### src/rtl/ecc_155_pkg.sv
// Shared definitions for the 155-bit SECDED code (8 Hamming bits + overall parity).
// Latency: n/a (constants, types and an elaboration-time mask generator only).
// Backpressure: n/a.
//
// Code layout: codeword positions 1..163, parity bits at powers of two, data bit i
// at the i-th non-power-of-two position starting from 3. Hamming bit k covers every
// data bit whose position has bit k set. Parity bit 8 is the even parity of the whole
// codeword (all data bits and all 8 Hamming bits). The decoder uses the same masks.
package ecc_155_pkg;

    localparam int DATA_WIDTH   = 155;
    localparam int PARITY_WIDTH = 9;
    localparam int HAM_WIDTH    = PARITY_WIDTH - 1;

    typedef logic [HAM_WIDTH-1:0][DATA_WIDTH-1:0] ham_mask_t;

    // Walks the data bits in codeword order and records, for each Hamming bit,
    // which data bits it covers. Evaluated only at elaboration.
    function automatic ham_mask_t gen_ham_masks();
        ham_mask_t  m;
        logic [7:0] pos;
        m   = '0;
        pos = 8'd2;
        for (int i = 0; i < DATA_WIDTH; i++) begin
            pos = pos + 8'd1;
            // Powers of two are parity positions; from 3 upward they are never adjacent.
            if ((pos & (pos - 8'd1)) == 8'd0) begin
                pos = pos + 8'd1;
            end
            for (int k = 0; k < HAM_WIDTH; k++) begin
                m[k][i] = pos[k];
            end
        end
        return m;
    endfunction

    localparam ham_mask_t HAM_MASKS = gen_ham_masks();

    typedef struct packed {
        logic [DATA_WIDTH-1:0]   data;
        logic [PARITY_WIDTH-1:0] parity;
        logic                    fault;
    } buf_entry_t;

endpackage

### src/rtl/ecc_155_enc_core.sv
// Purely combinational SECDED parity generator for one 155-bit word.
// Latency: 0 cycles (combinational).
// Backpressure: none; output follows input.
//
// Ports:
//   i_data   [154:0] word to encode
//   o_parity [8:0]   {overall parity, Hamming bits [7:0]}
module ecc_155_enc_core
    import ecc_155_pkg::*;
(
    input  logic [DATA_WIDTH-1:0]   i_data,
    output logic [PARITY_WIDTH-1:0] o_parity
);

    logic [HAM_WIDTH-1:0] w_ham;

    always_comb begin
        w_ham = '0;
        for (int k = 0; k < HAM_WIDTH; k++) begin
            w_ham[k] = ^(i_data & HAM_MASKS[k]);
        end
    end

    // Overall bit makes the full codeword (data + Hamming bits) even.
    assign o_parity = {(^i_data) ^ (^w_ham), w_ham};

endmodule

### src/rtl/ecc_155_wr_encoder.sv
// Write-side SECDED encoder with dual redundant cores, compare, and a 2-entry output buffer.
// Latency: 1 cycle from accept into an empty buffer to out_vld.
// Backpressure: valid/ready both sides; in_rdy is registered and drops once 2 entries are held.
//
// Ports:
//   clk, rst_n                    clock, asynchronous active-low reset
//   ecc_fault_detc_en, bypass     per-beat controls, sampled on accept
//   in_vld/in_rdy/in_data         input beat
//   out_vld/out_rdy/out_data/out_parity/out_fault   output beat
//   fault_sticky, fault_cnt, fault_clr              retire-side fault accounting
//   inj_sbit, inj_dbit            error injection (only with ECC_155_ERR_INJ_EN defined)
// Optional feature macro: ECC_155_ERR_INJ_EN
module ecc_155_wr_encoder
    import ecc_155_pkg::*;
#(
    parameter int CNT_WIDTH = 8
) (
    input  logic                    clk,
    input  logic                    rst_n,
    input  logic                    ecc_fault_detc_en,
    input  logic                    bypass,
    input  logic                    in_vld,
    output logic                    in_rdy,
    input  logic [DATA_WIDTH-1:0]   in_data,
    output logic                    out_vld,
    input  logic                    out_rdy,
    output logic [DATA_WIDTH-1:0]   out_data,
    output logic [PARITY_WIDTH-1:0] out_parity,
    output logic                    out_fault,
    output logic                    fault_sticky,
    output logic [CNT_WIDTH-1:0]    fault_cnt,
    input  logic                    fault_clr
`ifdef ECC_155_ERR_INJ_EN
    ,
    input  logic                    inj_sbit,
    input  logic                    inj_dbit
`endif
);

    logic [PARITY_WIDTH-1:0] w_parity0;
    logic [PARITY_WIDTH-1:0] w_parity1;
    logic                    w_acc;
    logic                    w_ret;
    logic                    w_mismatch;
    logic [1:0]              w_inj_mask;
    logic [1:0]              w_count_nxt;
    buf_entry_t              w_entry;
    buf_entry_t              w_head;

    buf_entry_t              r_mem [2];
    logic                    r_wr_ptr;
    logic                    r_rd_ptr;
    logic [1:0]              r_count;
    logic                    r_in_rdy;
    logic                    r_fault_sticky;
    logic [CNT_WIDTH-1:0]    r_fault_cnt;

    ecc_155_enc_core u0 (.i_data(in_data), .o_parity(w_parity0));
    ecc_155_enc_core u1 (.i_data(in_data), .o_parity(w_parity1));

    assign w_acc      = in_vld & r_in_rdy;
    assign w_ret      = out_vld & out_rdy;
    assign w_mismatch = |(w_parity0 ^ w_parity1);

`ifdef ECC_155_ERR_INJ_EN
    logic r_inj_sbit_q;
    logic r_inj_dbit_q;
    logic r_arm_sbit;
    logic r_arm_dbit;

    // An edge seen in the same cycle as an accept only arms; the beat accepted
    // now uses the previous arm state, so the flip lands on the following beat.
    always_ff @(posedge clk or negedge rst_n) begin
        if (!rst_n) begin
            r_inj_sbit_q <= 1'b0;
            r_inj_dbit_q <= 1'b0;
            r_arm_sbit   <= 1'b0;
            r_arm_dbit   <= 1'b0;
        end else begin
            r_inj_sbit_q <= inj_sbit;
            r_inj_dbit_q <= inj_dbit;
            r_arm_sbit   <= (inj_sbit & ~r_inj_sbit_q) | (r_arm_sbit & ~w_acc);
            r_arm_dbit   <= (inj_dbit & ~r_inj_dbit_q) | (r_arm_dbit & ~w_acc);
        end
    end

    assign w_inj_mask = r_arm_dbit ? 2'b11 : (r_arm_sbit ? 2'b01 : 2'b00);
`else
    assign w_inj_mask = 2'b00;
`endif

    // Injection is applied after parity generation so the stored codeword is corrupt.
    always_comb begin
        w_entry        = '0;
        w_entry.data   = in_data ^ {{(DATA_WIDTH-2){1'b0}}, w_inj_mask};
        w_entry.parity = bypass ? '0 : w_parity0;
        w_entry.fault  = w_mismatch & ecc_fault_detc_en & ~bypass;
    end

    always_comb begin
        w_count_nxt = r_count;
        if (w_acc && !w_ret) begin
            w_count_nxt = r_count + 2'd1;
        end else if (!w_acc && w_ret) begin
            w_count_nxt = r_count - 2'd1;
        end
    end

    always_ff @(posedge clk or negedge rst_n) begin
        if (!rst_n) begin
            r_mem[0] <= '0;
            r_mem[1] <= '0;
            r_wr_ptr <= 1'b0;
            r_rd_ptr <= 1'b0;
            r_count  <= 2'd0;
            r_in_rdy <= 1'b1;
        end else begin
            if (w_acc) begin
                r_mem[r_wr_ptr] <= w_entry;
                r_wr_ptr        <= ~r_wr_ptr;
            end
            if (w_ret) begin
                r_rd_ptr <= ~r_rd_ptr;
            end
            r_count  <= w_count_nxt;
            r_in_rdy <= (w_count_nxt != 2'd2);
        end
    end

    assign w_head = r_mem[r_rd_ptr];

    // Clear has priority over a faulted beat retiring in the same cycle.
    always_ff @(posedge clk or negedge rst_n) begin
        if (!rst_n) begin
            r_fault_sticky <= 1'b0;
            r_fault_cnt    <= '0;
        end else if (fault_clr) begin
            r_fault_sticky <= 1'b0;
            r_fault_cnt    <= '0;
        end else if (w_ret && w_head.fault) begin
            r_fault_sticky <= 1'b1;
            if (r_fault_cnt != '1) begin
                r_fault_cnt <= r_fault_cnt + CNT_WIDTH'(1);
            end
        end
    end

    assign in_rdy       = r_in_rdy;
    assign out_vld      = (r_count != 2'd0);
    assign out_data     = w_head.data;
    assign out_parity   = w_head.parity;
    assign out_fault    = w_head.fault;
    assign fault_sticky = r_fault_sticky;
    assign fault_cnt    = r_fault_cnt;

endmodule

### config.mk
export PLATFORM = sky130hd
export DESIGN_NAME = ecc_155_wr_encoder
export DESIGN_NICKNAME = d
export VERILOG_FILES = /design/src/rtl/ecc_155_pkg.sv /design/src/rtl/ecc_155_enc_core.sv /design/src/rtl/ecc_155_wr_encoder.sv
export SDC_FILE = /design/constraint.sdc
export NUM_CORES = 1
export LEC_CHECK = 0
export BUFFER_PORTS_ARGS = -buffer_cell sky130_fd_sc_hd__buf_2
export CAP_MARGIN = 5
export CORE_MARGIN = 2
export CORE_UTILIZATION = 53
export DETAILED_ROUTE_END_ITERATION = 10
export PLACE_DENSITY = 0.83
export SLEW_MARGIN = 0
export SYNTH_ARGS = -nofsm -noshare
export SYNTH_HDL_FRONTEND = slang
export SYNTH_SLANG_ARGS = --single-unit
### constraint.sdc
create_clock -name clk -period 2.15 [get_ports clk]
set_input_delay 0.43 -clock clk [delete_from_list [all_inputs] [get_ports clk]]
set_output_delay 0.43 -clock clk [all_outputs]
set_load 0.005 [all_outputs]
==> results of run 1 <==
## registers in the layout (all words and copies together) (netlist names)
signal	cells
r_mem	328
r_rd_ptr	1
r_count	2
r_wr_ptr	1
in_rdy	1
fault_sticky	1
fault_cnt	8
## worst reg2reg max path, delay by kind of cell (launching register included)
| family | cells | cell delay [ps] |
|---|---|---|
| and+or+nand+nor | 2 | 730 |
| muxes | 1 | 420 |
| buffers and inverters | 1 | 300 |
| DFF | 1 | 390 |
## timing repair
action / in CTS / in global routing
cloned: 10 / 5
hold buffers: 1 / 0
gates resized for setup: 193 / 309
pin swaps: 29 / 32
setup endpoints to repair: 167 / 176
hold endpoints to repair: 35 / 0
setup buffers: 24 / 10
## cells by family (layout without fill, tap and decap cells)
logic type	Yosys count	count (layout)
other cells	1	5
compound gates	23	23
xor+xnor	286	286
simple gates	49	49
fa+ha+maj	1	1
mux	472	472
buf+inv	63	659
flops	342	342
## power by group through the flow
stage | sequential [mW] | combinational [mW] | clock, mW
after global placement | 10.9 | 17.7 | 0
final | 11.7 | 25.8 | 6.87
after global routing | 11.9 | 27.0 | 7.17
after floorplan | 10.6 | 11.8 | 0
after CTS | 11.2 | 21.4 | 6.84
after detailed placement | 11.2 | 18.0 | 0
## routing by layer
layer | wire (um) | GRT usage, % | up-vias
met3 | 3910 | 7.67 | 158
met4 | 2330 | 10.3 | 10
met5 | 66 | 0 | -
met2 | 30500 | 53.4 | 508
met1 | 21900 | 35.8 | 6512
li1 | - | - | 5421
## cell usage in the layout (no fill, tap or decap), types with 38 or more instances in the layout
cell type                     n
sky130_fd_sc_hd__buf_2      157
sky130_fd_sc_hd__mux2_4     158
sky130_fd_sc_hd__mux2_2     314
sky130_fd_sc_hd__xnor2_2     46
sky130_fd_sc_hd__buf_12      38
sky130_fd_sc_hd__xnor2_1    145
sky130_fd_sc_hd__buf_4      201
sky130_fd_sc_hd__dfrtp_1    340
sky130_fd_sc_hd__clkbuf_16   43
sky130_fd_sc_hd__buf_6      176
## worst min-delay path by stage
stage / slack [ps] / to / start / cells past startpoint
after floorplan: 130 / fault_cnt[0] / rst_n / 0
after global placement: 370 / r_mem[215] / rst_n / 1
after detailed placement: 370 / r_mem[50] / rst_n / 1
after CTS: 150 / r_mem[63] / in_data[53] / 2
after global routing: 170 / r_mem[63] / in_data[53] / 2
final: 170 / r_mem[63] / in_data[53] / 2
## cell usage after synthesis, drive strengths merged
cell type	instances
a21oi	1
buf	3
clkbuf	56
conb	1
dfrtp	341
dfstp	1
ha	1
inv	4
mux2	472
nand2	25
nand2b	7
nand3	1
nor2	2
nor2b	10
o211ai	1
o21ai	18
o31ai	3
or2	2
or2b	1
or3b	1
xnor2	212
xnor3	34
xor2	40
## stage by stage
stage               power [mW]  instance area (um^2)  util [%]
finish                    44.4                 26000      79.8
global route              46.1                 26000      79.8
CTS                       39.5                 24400      74.9
detailed placement        29.2                 21600      66.3
global placement          28.6                 21600      66.3
floorplan                 22.5                 17600         -
## layout make-up
cell class                 instances  area, um^2  area share, %
antenna                            4        10.0         0.0385
clock buffer                      55        1130           4.34
clock inverter                    11         178          0.684
inverter                           4        15.0         0.0578
multi-input combinational        832       10100           39.1
sequential                       342        8560           33.0
tap                              442         553           2.13
timing repair buffer             589        5380           20.7
==> parameters.txt, run 1 <==
Parameter                              Value

Floorplanning
  Die height ... 186 um
  Die ar. ... 0.0345 mm^2
  Floorplan Core Area ... 0.0325 mm^2
  Die X ... 186 um
  Number of I/O pins ... 338
  Std-Cell Rows ... 66
  Initial Util ... 53.8%

Power and ir drop
  Power share of the combinational group ... 58.1%
  Share of total power in sequential cells ... 26.4%
  Net switching component of the power ... 14.5 mW
  Worst IR drop on VDD ... 1060 uV
  Standby leakage power ... 12.3 nW
  Internal power ... 29.9 mW
  Clock network power share ... 15.5%
  Pwr Density ... 1710 mW/mm^2
  Proportion of total power due to net switching ... 32.6%

Drt
  Avg WL per Cell ... 25.8 um
  DRC Markers ... 0
  Vias ... 12600
  Antenna Violating Nets Remaining ... 0
  Detailed Route Iter0 Violations ... 734
  Via/cell ratio ... 5.53
  Drt pass-1 iters ... 6
  Post-detailed-routing wire length ... 58700 um

Critical path
  Worst path slowest cell ... sky130_fd_sc_hd__xnor3_1
  Number of cells traversed by the worst register-to-register path ... 4
  Cells traversed along the worst timing path ... buf_2, xnor2_1, buf_4, xnor3_1, xnor3_1, xnor3_1, xnor3_1, xnor3_1, o31ai_1
  Category of the worst setup path capture point ... flip-flop
  R2R Path Start ... in_rdy
  Worst Setup Start Kind ... input pin
  Start point of the critical path ... in_data[23]
  Dominant cell type by count on the critical path ... sky130_fd_sc_hd__xnor3_1
  Req. time, crit path ... 2580 ps
  Capture instance of the worst register-to-register path ... r_mem[217]
  Bufs and invs on worst path ... 2
  Largest stage delay on the critical path ... 420 ps
  Type of the worst setup path ... in2reg
  Cell family contributing the most delay on the critical path ... XOR/XNOR gates
  Logic depth of the worst path, buffers included ... 9
  Maximum fanout along the worst path ... 3
  Endpoint of the worst setup timing path ... r_mem[9]
  Register-to-Register Setup Slack ... 180 ps
  Critical path data arrival time ... 2950 ps

Synthesis
  Post-synthesis adder-cell area fraction ... 0.0715%
  Post-synthesis cell count ... 1237
  Synth top area share ... 48.7%
  Number of distinct library cell variants in the gate-level netlist after synthesis ... 27
  Post-Synth XOR/XNOR Area ... 17.2%
  Largest cells by area after synthesis ... sky130_fd_sc_hd__dfrtp_1 49%, sky130_fd_sc_hd__mux2_2 30%, sky130_fd_sc_hd__xnor2_1 10%, sky130_fd_sc_hd__xnor3_1 4.4%, sky130_fd_sc_hd__xor2_1 2.0%
  Combinational family with the most area after synthesis ... multiplexers
  Yosys Warn Count ... 0
  Compound-gate portion of the synthesized area ... 0.715%
  Cell Area, Synth ... 0.0175 mm^2
  Dominant cell type by area after synthesis ... sky130_fd_sc_hd__dfrtp_1
  Portion of the post-synthesis area used by sequential elements ... 48.9%
  Net count of the mapped netlist ... 1400
  Average cell area after synthesis ... 14.2 um^2
  Count of state elements after synthesis ... 342
  Share of cell area taken by muxes after synthesis ... 30.4%
  Share of synthesized cell area in and, or, nand and nor gates ... 1.38%

STA
  Final Critical Period ... 2520 ps
  Transition time at the pin with the least slew margin ... 610 ps
  Clock Skew ... 32.7 ps
  Sum of negative setup slack ... -29350 ps
  Worst hold slack after final layout ... 168 ps
  Smallest setup slack after layout ... -369 ps
  Number of setup violations in the final report ... 171
  Part of the cycle the worst path needs ... 117%
  Unrepaired setup endpoints after global routing ... true
  Max Fclk ... 0.397 GHz
  Max-Slew Margin vs Limit ... 59.4%
  Final Hold Viols ... 0
  Final max-slew violation count ... 0

Final layout
  Layout cell share with drive strength beyond 1 ... 65.9%
  Number of fillers in the final layout ... 1709
  Synth-to-layout area growth ... 48.3%
  Number of nets in the final layout ... 1970
  Final std cells w/o fill ... 2279

Run status
  Outcome ... finished with violations
  Violated checks ... setup timing

Global routing
  Grt total ovfl ... 0
  Number of antenna violations at the first check in global routing ... 9
  Via count of the first global-routing pass ... 13400
  Total GRT Usage ... 30.2%
  Global-route wire length before repair ... 77900 um
  Maximum number of pins on one net before global-route repair ... 67

Clock tree
  Root buffer cell ... sky130_fd_sc_hd__clkbuf_16
  Clock latency at the later pin of the worst-skew pair ... 530 ps
  H-tree Lvls ... 2
  Maximum clock path buffer count ... 3
  Number of buffers inserted during clock tree synthesis ... 38
  Number of clock sinks seen by CTS ... 342
  Clock slew seen by the registers of the worst setup and hold paths ... 60 ps
  Clock tree from TritonCTS ... built

Placement
  Final RePlAce weighted congestion ... 0.819
  Post-placement worst setup slack ... -1050 ps
  Post-detailed-placement half-perimeter wirelength ... 35400 um
  Buffers added on ports ... 335
  Total placed cells including tap cells ... 2171

Flow run
  Max Cap Viol ... 0

Hold path
  Tightest Hold Check Type ... in2reg
Note: power is estimated with default switching activity, not from simulation.
==> inputs of run 2 (changes only) <==
PLACE_DENSITY = 0.81   (was 0.83)
SKIP_LAST_GASP = 1   (was default)
SYNTH_HIERARCHICAL = 1   (was default)
==> parameters.txt, run 2 <==
Parameter                              Value

Hold path
  Number of cells traversed by the worst hold path ... 2 (unchanged)
  Worst Min Path Start ... in_data[118]
  Tightest Hold Check Type ... in2reg

Drt
  Via/cell ratio ... 5.53 (-0.11%)
  Drt pass-1 iters ... 5 (-1)
  Avg WL per Cell ... 25.2 um (-2.3%)
  Sum of routed wire segments on met1 ... 28200 um (+29%)
  Antenna Violating Nets Remaining ... 0 (unchanged)
  Met3 routed wirelength ... 3980 um (+1.8%)
  Post-detailed-routing wire length ... 71800 um (+22%)
  Vias ... 15800 (+25%)
  Highest routed metal layer ... met5
  Detailed Route Iter0 Violations ... 919 (+25%)
  WL met2 ... 36100 um (+18%)
  DRC Markers ... 0 (unchanged)

Synthesis
  Post-synthesis cell count ... 1569 (+27%)
  Net count of the mapped netlist ... 1733 (+24%)
  Number of synthesized flops with an enable pin ... 0 (unchanged)
  Dominant cell type by area after synthesis ... sky130_fd_sc_hd__dfrtp_1
  Portion of the post-synthesis area used by sequential elements ... 39.8% (-9.1 points)
  Yosys Warn Count ... 6 (+6)
  Count of state elements after synthesis ... 344 (+0.58%)
  Most common flop cell mapped by yosys ... sky130_fd_sc_hd__dfrtp_1
  Number of distinct library cell variants in the gate-level netlist after synthesis ... 40 (+48%)
  Synth top area share ... 39.7% (-9.0 points)
  Largest cells by area after synthesis ... sky130_fd_sc_hd__dfrtp_1 40%, sky130_fd_sc_hd__mux2_2 18%, sky130_fd_sc_hd__xnor2_1 17%, sky130_fd_sc_hd__mux2_4 9.0%, sky130_fd_sc_hd__xnor3_1 6.5%
  Average cell area after synthesis ... 13.8 um^2 (-2.7%)
  Top post-synthesis cells by count ... 427 x sky130_fd_sc_hd__xnor2_1, 347 x sky130_fd_sc_hd__mux2_2, 343 x sky130_fd_sc_hd__dfrtp_1
  Cell Area, Synth ... 0.0216 mm^2 (+23%)
  Most repeated cell in the gate-level netlist after synthesis ... sky130_fd_sc_hd__xnor2_1
  Fraction of registers with async set or reset after synthesis ... 100% (unchanged)

Floorplanning
  Die ar. ... 0.0424 mm^2 (+23%)
  Die height ... 206 um (+11%)
  Floorplan Core Area ... 0.0400 mm^2 (+23%)
  Number of I/O pins ... 338 (unchanged)
  Std-Cell Rows ... 73 (+11%)
  Initial Util ... 54.0% (+0.22 points)
  Die X ... 206 um (+11%)

Placement
  Final RePlAce weighted congestion ... 0.901 (+10%)
  Buffers added on ports ... 337 (+0.60%)
  Post-detailed-placement half-perimeter wirelength ... 47200 um (+33%)
  DP Area ... 0.0269 mm^2 (+25%)

STA
  Unrepaired setup endpoints after global routing ... true
  Final Hold Viols ... 0 (unchanged)
  Final max-slew violation count ... 0 (unchanged)
  Sum of negative setup slack ... -44140 ps (-14790 ps)
  Max Fclk ... 0.307 GHz (-23%)
  Number of setup violations in the final report ... 182 (+6.4%)
  Final Critical Period ... 3250 ps (+734 ps)
  Part of the cycle the worst path needs ... 151% (+34 points)
  Max-Slew Margin vs Limit ... 54.4% (-4.9 points)
  Clock Skew ... 15.8 ps (-16.9 ps)
  Transition time at the pin with the least slew margin ... 683 ps (+73.9 ps)
  Smallest setup slack after layout ... -1100 ps (-734 ps)

Final layout
  Most frequent cells in the layout ... 350 x sky130_fd_sc_hd__xnor2_1, 342 x sky130_fd_sc_hd__dfrtp_1, 323 x sky130_fd_sc_hd__buf_4
  Top register by number of flip-flops ... r_mem
  Layout cell share with drive strength beyond 1 ... 61.2% (-4.7 points)
  Final design instance area without fill ... 0.0308 mm^2 (+19%)
  Synth-to-layout area growth ... 42.7%
  Most frequent standard cell in the layout excluding fill and tap cells ... sky130_fd_sc_hd__xnor2_1
  Number of nets in the final layout ... 2451 (+24%)
  Number of flip-flops in the largest register ... 330 (+0.61%)
  Number of fillers in the final layout ... 2212 (+29%)

Global routing
  Number of antenna violations at the first check in global routing ... 9 (unchanged)
  Total GRT Usage ... 32.2% (+2.0 points)
  Grt total ovfl ... 0 (unchanged)
  Via count of the first global-routing pass ... 16900 (+27%)
  Global-route wire length before repair ... 102000 um (+31%)
  Maximum number of pins on one net before global-route repair ... 70 (+4.5%)

Critical path
  Number of cells traversed by the worst register-to-register path ... 7 (+3)
  Critical path data arrival time ... 3690 ps (+740 ps)
  Start point of the critical path ... in_data[94]
  Category of the worst setup path capture point ... flip-flop
  R2R Path Start ... r_rd_ptr
  Maximum fanout along the worst path ... 2 (-1)
  Worst Setup Start Kind ... input pin
  Req. time, crit path ... 2590 ps (about the same)
  Type of the worst setup path ... in2reg

Clock tree
  Root buffer cell ... sky130_fd_sc_hd__clkbuf_16
  Clock slew seen by the registers of the worst setup and hold paths ... 60 ps (about the same)
  Number of clock sinks seen by CTS ... 344 (+0.58%)
  Maximum clock path buffer count ... 3 (unchanged)
  Clock tree from TritonCTS ... built
  H-tree Lvls ... 2 (unchanged)
  Number of buffers inserted during clock tree synthesis ... 40 (+5.3%)
  Clock latency at the later pin of the worst-skew pair ... 570 ps (+40 ps)

Power and ir drop
  Proportion of total power due to net switching ... 35.0% (+2.4 points)
  Net switching component of the power ... 19.7 mW (+36%)
  Standby leakage power ... 14.6 nW (+19%)
  Internal power ... 36.6 mW (+22%)
  Worst IR drop on VDD ... 1950 uV (+84%)
  Clock network power share ... 12.3% (-3.2 points)
  Pwr Density ... 1820 mW/mm^2 (+6.7%)
  Power share of the combinational group ... 66.8% (+8.7 points)
  Share of total power in sequential cells ... 20.9% (-5.5 points)

Flow run
  Max Cap Viol ... 0 (unchanged)

Run status
  Violated checks ... setup timing
  Outcome ... finished with violations
[run 2: repair_timing]
| item | in CTS | in global routing |
|---|---|---|
| gates cloned | 16 | 0 |
| setup buffers | 34 | 32 |
| setup endpoints to repair | 183 | 184 |
| resized for setup | 207 | 194 |
| hold buffers | 1 | 0 |
| hold endpoints to repair | 54 | 0 |
| pin swaps | 26 | 30 |
[run 2: logic make-up after synthesis]
logic type      share of synthesized area [%]
compound gates                          0.822
xor+xnor                                 28.8
fa+ha+maj                               0.116
buf+inv                                  1.84
flops                                    39.8
mux                                      27.1
simple gates                             1.48
[run 2: critical path, stage by stage]
cell	delay, ps
sky130_fd_sc_hd__buf_2	120
sky130_fd_sc_hd__xnor2_1	330
sky130_fd_sc_hd__xnor2_1	170
sky130_fd_sc_hd__buf_4	180
sky130_fd_sc_hd__xnor2_1	140
sky130_fd_sc_hd__xnor2_1	350
sky130_fd_sc_hd__xnor3_1	490
sky130_fd_sc_hd__xnor3_1	400
sky130_fd_sc_hd__xnor3_1	390
sky130_fd_sc_hd__xnor2_1	190
sky130_fd_sc_hd__nand4_1	160
sky130_fd_sc_hd__nor4_4	210
sky130_fd_sc_hd__o31ai_1	120
[run 2: power by group through the flow]
| stage | Sequential (mW) | Clock (mW) | Combinational [mW] |
|---|---|---|---|
| floorplan | 10.8 | 0 | 19.7 |
| global placement | 11.1 | 0 | 28.9 |
| detailed placement | 11.5 | 0 | 29.2 |
| CTS | 11.4 | 6.94 | 34.7 |
| global route | 12.0 | 7.28 | 39.1 |
| finish | 11.7 | 6.94 | 37.6 |
[run 2: per-stage QoR]
step | hold WS (ps) | total power, mW | utilization, % | setup slack [ps] | cells
after floorplan | 134 | 30.5 | - | -963 | 1569
after global placement | 457 | 40.0 | 67.1 | -1630 | 2713
after detailed placement | 466 | 40.7 | 67.1 | -1680 | 2713
after CTS | 126 | 53.1 | 74.8 | -908 | 2831
after global routing | 111 | 58.4 | 77.1 | -1180 | 2848
final | 116 | 56.2 | 77.1 | -1100 | 2850
[run 2: final timing paths]
| check | end | slack, ps |
|---|---|---|
| max in group asynchronous | in_rdy | 940 |
| worst min-delay path | r_mem[293] | 120 |
| min in group asynchronous | r_mem[35] | 470 |
| worst max-delay path | r_mem[0] | -1100 |
| worst min register to register | r_mem[172] | 490 |
| worst max register to register | fault_cnt[3] | 170 |
[run 2: routing by layer]
layer	vias up	track usage, %
li1	6802	-
met2	607	55.4
met3	207	5.74
met4	2	14.0
met5	-	0
met1	8133	39.7
[run 2: layout make-up]
| class | instances | area (um^2) | area share, % |
|---|---|---|---|
| well taps | 525 | 657 | 2.13 |
| flip-flops and latches | 344 | 8610 | 27.9 |
| clock buffers | 56 | 1170 | 3.80 |
| diodes | 9 | 22.5 | 0.0730 |
| inverters | 5 | 21.3 | 0.0690 |
| repair buffers | 735 | 6250 | 20.3 |
| multi-input cells | 1161 | 14000 | 45.2 |
| clock inverters | 15 | 149 | 0.483 |
